--- src/rtl/reg_file_sb.sv ---
// Register file with write-side load extension, optional same-cycle write bypass,
// and a pending-write scoreboard used by the control FSM for RAW hazard detection.
module reg_file_sb #(
  parameter int XLEN   = 32,
  parameter int NREG   = 32,
  parameter int AW     = $clog2(NREG),
  parameter int BYPASS = 1
) (
  input  logic            clk,
  input  logic            rst,
  input  logic [AW-1:0]   Rs1,
  input  logic [AW-1:0]   Rs2,
  input  logic            use1,
  input  logic            use2,
  input  logic            we,
  input  logic [AW-1:0]   Rd,
  input  logic [XLEN-1:0] data_in,
  input  logic [2:0]      ext_mode,
  input  logic            issue_valid,
  input  logic [AW-1:0]   issue_rd,
  output logic [XLEN-1:0] read_data1,
  output logic [XLEN-1:0] read_data2,
  output logic            busy1,
  output logic            busy2,
  output logic            hazard,
  output logic [NREG-1:0] busy_vec
);

  typedef enum logic [2:0] {
    EXT_NONE = 3'b000,
    EXT_SB   = 3'b001,
    EXT_ZB   = 3'b010,
    EXT_SH   = 3'b011,
    EXT_ZH   = 3'b100
  } ext_e;

  localparam bit BYP = (BYPASS != 0);

  logic [XLEN-1:0] r_regs [NREG];
  logic [NREG-1:0] r_busy;

  logic [XLEN-1:0] w_wval;
  logic [NREG-1:0] w_set;
  logic [NREG-1:0] w_clr;
  logic            w_hit1;
  logic            w_hit2;

  // NOTE: every variable written in always_comb gets a default first, so no path
  // leaves it unassigned and no latch is inferred.
  always_comb begin
    w_wval = data_in;
    case (ext_mode)
      EXT_SB:  w_wval = {{(XLEN-8){data_in[7]}}, data_in[7:0]};
      EXT_ZB:  w_wval = {{(XLEN-8){1'b0}}, data_in[7:0]};
      EXT_SH:  w_wval = {{(XLEN-16){data_in[15]}}, data_in[15:0]};
      EXT_ZH:  w_wval = {{(XLEN-16){1'b0}}, data_in[15:0]};
      default: w_wval = data_in;
    endcase
  end

  // Set/clear decode; bit 0 is masked so x0 can never become busy.
  always_comb begin
    w_set = '0;
    w_clr = '0;
    if (issue_valid) w_set[issue_rd] = 1'b1;
    if (we)          w_clr[Rd]       = 1'b1;
    w_set[0] = 1'b0;
    w_clr[0] = 1'b0;
  end

  // NOTE: the whole array is reset because every register must read 0 after
  // reset; this keeps the file in flops rather than an inferred RAM.
  // NOTE: sequential state uses non-blocking assignments so all flops sample
  // pre-edge values regardless of process ordering.
  always_ff @(posedge clk) begin
    if (!rst) begin
      for (int i = 0; i < NREG; i++) r_regs[i] <= '0;
      r_busy <= '0;
    end else begin
      if (we && (Rd != '0)) r_regs[Rd] <= w_wval;
      // A same-cycle issue wins over the write: the newer writer stays outstanding.
      r_busy <= (r_busy & ~w_clr) | w_set;
    end
  end

  assign w_hit1 = BYP && we && (Rd == Rs1);
  assign w_hit2 = BYP && we && (Rd == Rs2);

  always_comb begin
    read_data1 = '0;
    read_data2 = '0;
    if (Rs1 != '0) read_data1 = w_hit1 ? w_wval : r_regs[Rs1];
    if (Rs2 != '0) read_data2 = w_hit2 ? w_wval : r_regs[Rs2];
  end

  assign busy1    = r_busy[Rs1] & ~w_hit1;
  assign busy2    = r_busy[Rs2] & ~w_hit2;
  assign hazard   = (use1 & busy1) | (use2 & busy2);
  assign busy_vec = r_busy;

endmodule

--- config.mk ---
export PLATFORM = sky130hd
export DESIGN_NAME = reg_file_sb
export DESIGN_NICKNAME = d
export VERILOG_FILES = /design/src/rtl/reg_file_sb.sv
export SDC_FILE = /design/constraint.sdc
export NUM_CORES = 2
export LEC_CHECK = 0
export BUFFER_PORTS_ARGS = -buffer_cell sky130_fd_sc_hd__buf_2
export CAP_MARGIN = 5
export CORE_MARGIN = 2
export CORE_UTILIZATION = 55
export DETAILED_ROUTE_END_ITERATION = 6
export PLACE_DENSITY = 0.78
export SLEW_MARGIN = 25
export SYNTH_ARGS = -nofsm -noshare
export SYNTH_HDL_FRONTEND = slang
export SYNTH_SLANG_ARGS = --single-unit
--- constraint.sdc ---
create_clock -name clk -period 9.5 [get_ports clk]
set_clock_uncertainty 0.2 [all_clocks]
set_input_delay 1.9 -clock clk [delete_from_list [all_inputs] [get_ports clk]]
set_output_delay 1.9 -clock clk [all_outputs]
set_load 0.02 [all_outputs]
* After elaboration in Yosys (flattened, before gate mapping) *
Memories as Yosys holds them, arrays and structs flattened.
Index checks and enable logic that the tools add are counted.

cells by class
  $add $sub $neg = 0
  $mul = 0
  divide/modulo/power cells = 0
  magnitude comparators = 6
  equality and inequality tests = 6
  shifts and indexed selects = 0
  multiplexer cells = 22
  bitwise operators = 10
  reductions and logical operators = 9

operators by type and width
  operator                                                                      number
  32-bit two-way mux                                                            7
  32-bit case mux with 4 select lines                                           1
  32-bit AND                                                                    1
  32-bit inverter                                                               1
  32-bit OR                                                                     1
  32-bit OR reduction                                                           1
  5-bit by 6-bit less-than comparator with 1-bit output, second input constant  4
  5-bit nonzero test                                                            3
  1-bit binary-select mux with 5-bit select                                     2
  1-bit demux with 5-bit select                                                 2
  5-bit equality test                                                           2
  5-bit by 1-bit >= comparator with 1-bit output, second input constant         2
  1-bit two-way mux                                                             9
  3-bit by 2-bit equality test with 1-bit output, second input constant         2
  1-bit logical AND                                                             5
  5-bit two-way mux                                                             1
  1-bit AND                                                                     4
  3-bit by 1-bit equality test with 1-bit output, second input constant         1
  3-bit equality test, second input constant                                    1
  1-bit inverter                                                                2
  1-bit OR                                                                      1

word-level totals
  register bits = 32
  latch bits = 0
  RAM bits = 1024
  bits in read-only memories = 0
  word-level logic and storage cells = 55
  memories kept = 1

memories
  memory  words  width  rd ports  clocked after memory_dff  write ports  RTL line  RTL
  r_regs  32     32     2         0                         32           39        logic [XLEN-1:0] r_regs [NREG];

* Longest topological paths before layout *
  word-level depth = 8
  depth in mapped cells = 10

* Least setup slack after synthesis *
OpenSTA, ideal clock, no wires.

  kind = input to output
  start point = input Rd[1]
  end point = output read_data1[10]
  arrival time = 3.694 ns
  data required time = 7.400 ns
  slack = 3.706 ns
  cell stages on the path = 7
  buffers on the path = 3
  cell sequence = buf_2 -> xor2_1 -> nor4_2 -> nand3_2 -> clkbuf_1 -> buf_1 -> a211oi_1

between the ends
  longest elaborated chain between the ends = 4

ends and longest elaborated chain
  element                          RTL line  RTL
  start, declared                  16        input logic [AW-1:0] Rd,
  5-bit equality test              86        assign w_hit1 = BYP && we && (Rd == Rs1);
  1-bit logical AND                86
  32-bit two-way mux (2 in a row)  92        if (Rs1 != '0) read_data1 = w_hit1 ? w_wval : r_regs[Rs1];
  end, declared                    21        output logic [XLEN-1:0] read_data1,

No other way between the ends.

* Worst setup path after layout *
  start point = input Rs1[3]
  end point = output read_data1[16]

between the ends
  longest elaborated chain between the ends = 4
  elaborated cells on any way between the ends = 6

ends and longest elaborated chain
  element                                                                          RTL line  RTL
  start, declared                                                                  11        input logic [AW-1:0] Rs1,
  parallel branches: the longest is 3 deep, another holds memory read 32 x 32 bit  --
  32-bit two-way mux *                                                             92

Mark *: on every way between the ends.

==> metrics list <==
* Outcome: finished with violations
* Failing checks: design-rule violations
* Number of setup buffers added after CTS: 0
* Max-capacitance violation count: 0
- GPL Wtd Cong: 0.9358
* Height of the die: 323.1 µm
- TNS Setup: 0 ps
- TritonCTS built the clock tree.
- The via count of the first global-routing pass is 40550.
- I/O pin count: 160
- STA classifies the critical path startpoint as a primary input.
- Worst R2R Setup Slack: 8500 ps
- STA puts the critical path data required time at 7400 ps.
* CP max stage delay: 840 ps
- A synthesized cell averages 13.71 µm².
* Die outline area: 104400 µm²
- Share of layout cells above drive strength 1: 26.44%
* Number of H-tree branching levels: 3
- At the pin with the least slew margin, the transition time is 1220 ps.
- Counting I/O delays and the setup requirement, the final critical path takes 7529 ps.
- After technology mapping, the gate count stands at 4085.
- In this run, post-CTS hold repair placed 0 buffers.
- The longest clock path from root to sink contains 3 buffers.
- The die is 323.1 µm wide.
- The initialized floorplan defines 117 standard-cell rows.
* CTS-repair resized insts: 0
* Area growth from synthesis to final layout: 9.399%
* Flip-flop and latch count after synthesis: 1055
- The tightest min-delay check is of the reg -> reg type.
- Highest ir drop seen on vdd: 0.0001825 V
- Vias/cell: 7.608
- Among all stages on the critical path, the largest delay is contributed by sky130_fd_sc_hd__nand3_2.
- The most used flip-flop cell after synthesis is sky130_fd_sc_hd__edfxtp_1.
- Measured against its own limit, the worst slew margin works out to 18.59%.
* Post-route non-filler standard cell count: 5555
* Number of buffers created by CTS: 107
- At the end of the flow, the number of nets in the layout was 4152.
- In the routed design, unresolved DRC markers number 7.
- After floorplanning, the core was sized to cover 101400 µm².
- Data on the critical path arrives at its endpoint at 5430 ps.
* Worst hold margin: 313.1 ps
- Cell at the root of the clock tree: sky130_fd_sc_hd__clkbuf_16
- Of all nets on the critical path, the largest fanout is 26.
- Latest clock arrival within the worst-skew pair: 700 ps
- For this run, asynchronously set or reset flops after synthesis account for 0%.
* Vias post-DR: 42260
- For this design the static power due to leakage is 21.60 nW.
* Portion of the post-synthesis area used by sequential elements: 56.00%
- IO buf count: 158
- The design draws 0.01135 W.
- Among the stages of the critical path, the cell type that occurs most often is sky130_fd_sc_hd__buf_2.
- Final design utilization: 60.41%
* Count of unique library cells instantiated by Yosys: 83
- Sinks on Clock Net: 1055
- Including well taps, the total number of placed cells is 5350.
- Leftover overflow at the end of global routing: 0
- Clock edge transition at the registers on the reported setup and hold paths: 60 ps
- The initial antenna violation count came to 7.
- Starting utilization of the core area: 55.22%
- Cell area after technology mapping: 56020 µm²
- STA classifies the critical path endpoint as an output pin.
* Number of flops mapped to enable cells by yosys: 1024
- Maximum number of pins on one net before global-route repair: 93
- Remaining number of nets flagged by the antenna check after routing: 0
- The final critical path takes up 79.25% of the cycle.
* Count of TritonRoute iterations in the first routing pass: 7
* Initial drt markers: 8404
- Count of yosys warnings during synthesis: 0
- The worst setup path is of the in -> out kind.
- Global routing used 38.65% of the available tracks across all layers.
- Routed wire length: 202600 µm
* Slew Limit Fails: 0
- Global-route wire length before repair: 284800 µm
- Detailed-route wire length per cell: 36.47 µm
- Walking the worst path, the cells encountered are buf_2 -> xor2_1 -> nor4_2 -> nand3_2 -> buf_4 -> nor3_1 -> a31o_2 -> buf_2.
- In this run the power density over the cells is 185.1 nW/µm².
- Final HPWL DP: 115900 µm
- Top achievable clock speed: 132.8 MHz
- Setup repair after global routing missed its margin: false
- The final count of hold timing violations came to 0.
- Setup violations remaining at the end of the flow were counted as 0.
## sequential cells by signal (all words and copies together) (netlist names)
register / cells
r_regs: 1024
busy_vec: 31
## stage by stage
| stage | instance area, µm² | setup WS [ps] |
|---|---|---|
| final | 61280 | 1971 |
| after floorplan | 56140 | 3706 |
| after detailed placement | 57780 | 2104 |
| after global routing | 61260 | 1957 |
| after global placement | 57770 | 2149 |
| after CTS | 61250 | 2075 |
## critical path: cells and delay by family
kind	cells	cell delay (ps)
AND/OR/NAND/NOR	3	1730
XOR/XNOR	1	170
buffers and inverters	3	1390
AO/OA/AOI/OAI	1	190
## where the power goes
| group | total (W) | leakage (nW) | internal, W | switching [W] |
|---|---|---|---|---|
| combinational | 0.00157 | 9.89 | 0.000574 | 0.000994 |
| sequential | 0.00550 | 10.0 | 0.00536 | 0.000140 |
| clock | 0.00428 | 1.70 | 0.00245 | 0.00183 |
| total | 0.0113 | 21.6 | 0.00838 | 0.00297 |
## layout by cell type, fill, tap and decap left out, types with 14 or more instances in the layout
master | netlist | routed
sky130_fd_sc_hd__nand3_1 | 31 | 31
sky130_fd_sc_hd__conb_1 | 1 | 33
sky130_fd_sc_hd__mux4_2 | 449 | 449
sky130_fd_sc_hd__and3_1 | 218 | 218
sky130_fd_sc_hd__o22ai_1 | 111 | 111
sky130_fd_sc_hd__a21oi_2 | 0 | 24
sky130_fd_sc_hd__nor2_1 | 806 | 801
sky130_fd_sc_hd__o21ai_0 | 57 | 53
sky130_fd_sc_hd__a32oi_1 | 15 | 15
sky130_fd_sc_hd__edfxtp_1 | 1024 | 1024
sky130_fd_sc_hd__nand2b_1 | 16 | 15
sky130_fd_sc_hd__nor3_1 | 31 | 30
sky130_fd_sc_hd__a211oi_1 | 24 | 24
sky130_fd_sc_hd__buf_4 | 41 | 139
sky130_fd_sc_hd__a22oi_1 | 49 | 49
sky130_fd_sc_hd__inv_1 | 15 | 14
sky130_fd_sc_hd__nor2b_1 | 24 | 22
sky130_fd_sc_hd__a21oi_1 | 93 | 69
sky130_fd_sc_hd__nand2_1 | 201 | 173
sky130_fd_sc_hd__clkinv_1 | 0 | 23
sky130_fd_sc_hd__nor4_1 | 19 | 19
sky130_fd_sc_hd__mux2_2 | 91 | 91
sky130_fd_sc_hd__clkbuf_16 | 0 | 111
sky130_fd_sc_hd__clkbuf_1 | 261 | 23
sky130_fd_sc_hd__mux2i_1 | 87 | 87
sky130_fd_sc_hd__and2_1 | 47 | 45
sky130_fd_sc_hd__nand2_2 | 2 | 26
sky130_fd_sc_hd__buf_2 | 73 | 153
sky130_fd_sc_hd__dfxtp_1 | 31 | 31
sky130_fd_sc_hd__clkinv_2 | 0 | 15
## Yosys cell counts (6+ instances only)
library cell                instances  area [µm²]
sky130_fd_sc_hd__a21o_1            12       90.09
sky130_fd_sc_hd__o22ai_1          111       694.4
sky130_fd_sc_hd__a32o_1             7       70.07
sky130_fd_sc_hd__nor2_1           806        3025
sky130_fd_sc_hd__nor2b_1           24       150.1
sky130_fd_sc_hd__dfxtp_1           31       620.6
sky130_fd_sc_hd__o22a_1             6       52.55
sky130_fd_sc_hd__o21ai_0           57       285.3
sky130_fd_sc_hd__xnor2_1            6       52.55
sky130_fd_sc_hd__nand2b_1          16       100.1
sky130_fd_sc_hd__o221ai_1          13       113.9
sky130_fd_sc_hd__mux2i_1           87       870.8
sky130_fd_sc_hd__a31o_2             8       70.07
sky130_fd_sc_hd__inv_1             15       56.30
sky130_fd_sc_hd__nor3_1            31       155.2
sky130_fd_sc_hd__mux4_1            13       341.6
sky130_fd_sc_hd__a211oi_1          24       180.2
sky130_fd_sc_hd__mux4_2           449       10110
sky130_fd_sc_hd__edfxtp_1        1024       30750
sky130_fd_sc_hd__mux2_2            91        1025
sky130_fd_sc_hd__or3_1              7       43.79
sky130_fd_sc_hd__and3_1           218        1364
sky130_fd_sc_hd__or2_2              6       37.54
sky130_fd_sc_hd__a2111oi_0          8       70.07
sky130_fd_sc_hd__nor3b_1           15       112.6
sky130_fd_sc_hd__a32oi_1           15       131.4
sky130_fd_sc_hd__clkbuf_1         261       979.7
sky130_fd_sc_hd__buf_2             73       365.4
sky130_fd_sc_hd__and3b_1            6       52.55
sky130_fd_sc_hd__buf_6             36       405.4
sky130_fd_sc_hd__nor4_1            19       118.9
sky130_fd_sc_hd__a221oi_1          12       105.1
sky130_fd_sc_hd__a22o_1             6       52.55
sky130_fd_sc_hd__nand3_1           31       155.2
sky130_fd_sc_hd__o31ai_1            8       60.06
sky130_fd_sc_hd__a21oi_1           93       465.5
sky130_fd_sc_hd__a22oi_1           49       367.9
sky130_fd_sc_hd__and2_1            47       294.0
sky130_fd_sc_hd__buf_4             41       307.8
sky130_fd_sc_hd__nand2_1          201       754.5
sky130_fd_sc_hd__buf_1              9       33.78
sky130_fd_sc_hd__clkbuf_8           9       123.9
## layout make-up
| type | count | area, µm² |
|---|---|---|
| fill | 7365 | 40170 |
| sequential | 1055 | 31370 |
| multi-input combinational | 2610 | 22680 |
| clock buffer | 144 | 2975 |
| timing repair buffer | 301 | 1961 |
| tap | 1368 | 1712 |
| clock inverter | 50 | 493.0 |
| inverter | 16 | 62.56 |
| antenna | 11 | 27.53 |
## cell families after synthesis
| group | Yosys count | synth area share [%] |
|---|---|---|
| other cells | 1 | 0.006694 |
| simple gates | 1463 | 11.91 |
| mux | 640 | 22.05 |
| compound gates | 463 | 5.604 |
| buf+inv | 452 | 4.264 |
| xor+xnor | 11 | 0.1720 |
| flops | 1055 | 56.00 |
## routing by layer
layer	track usage, %	vias to the layer above	part of all wire, %
met5	0	-	0.0044
li1	-	15800	-
met2	55.69	4862	43
met3	15.64	1184	18
met4	27.07	2	8.7
met1	47.67	20410	30
## path summary, 6_finish.rpt
kind | depth (start not counted) | start | end
setup / recovery | 8 | Rs1[3] | read_data1[16]
hold / removal | 2 | busy_vec[8] | busy_vec[8]
setup reg to reg | 2 | busy_vec[16] | busy_vec[16]
hold reg to reg | 2 | busy_vec[8] | busy_vec[8]
Power figures use the tool's default switching activity.
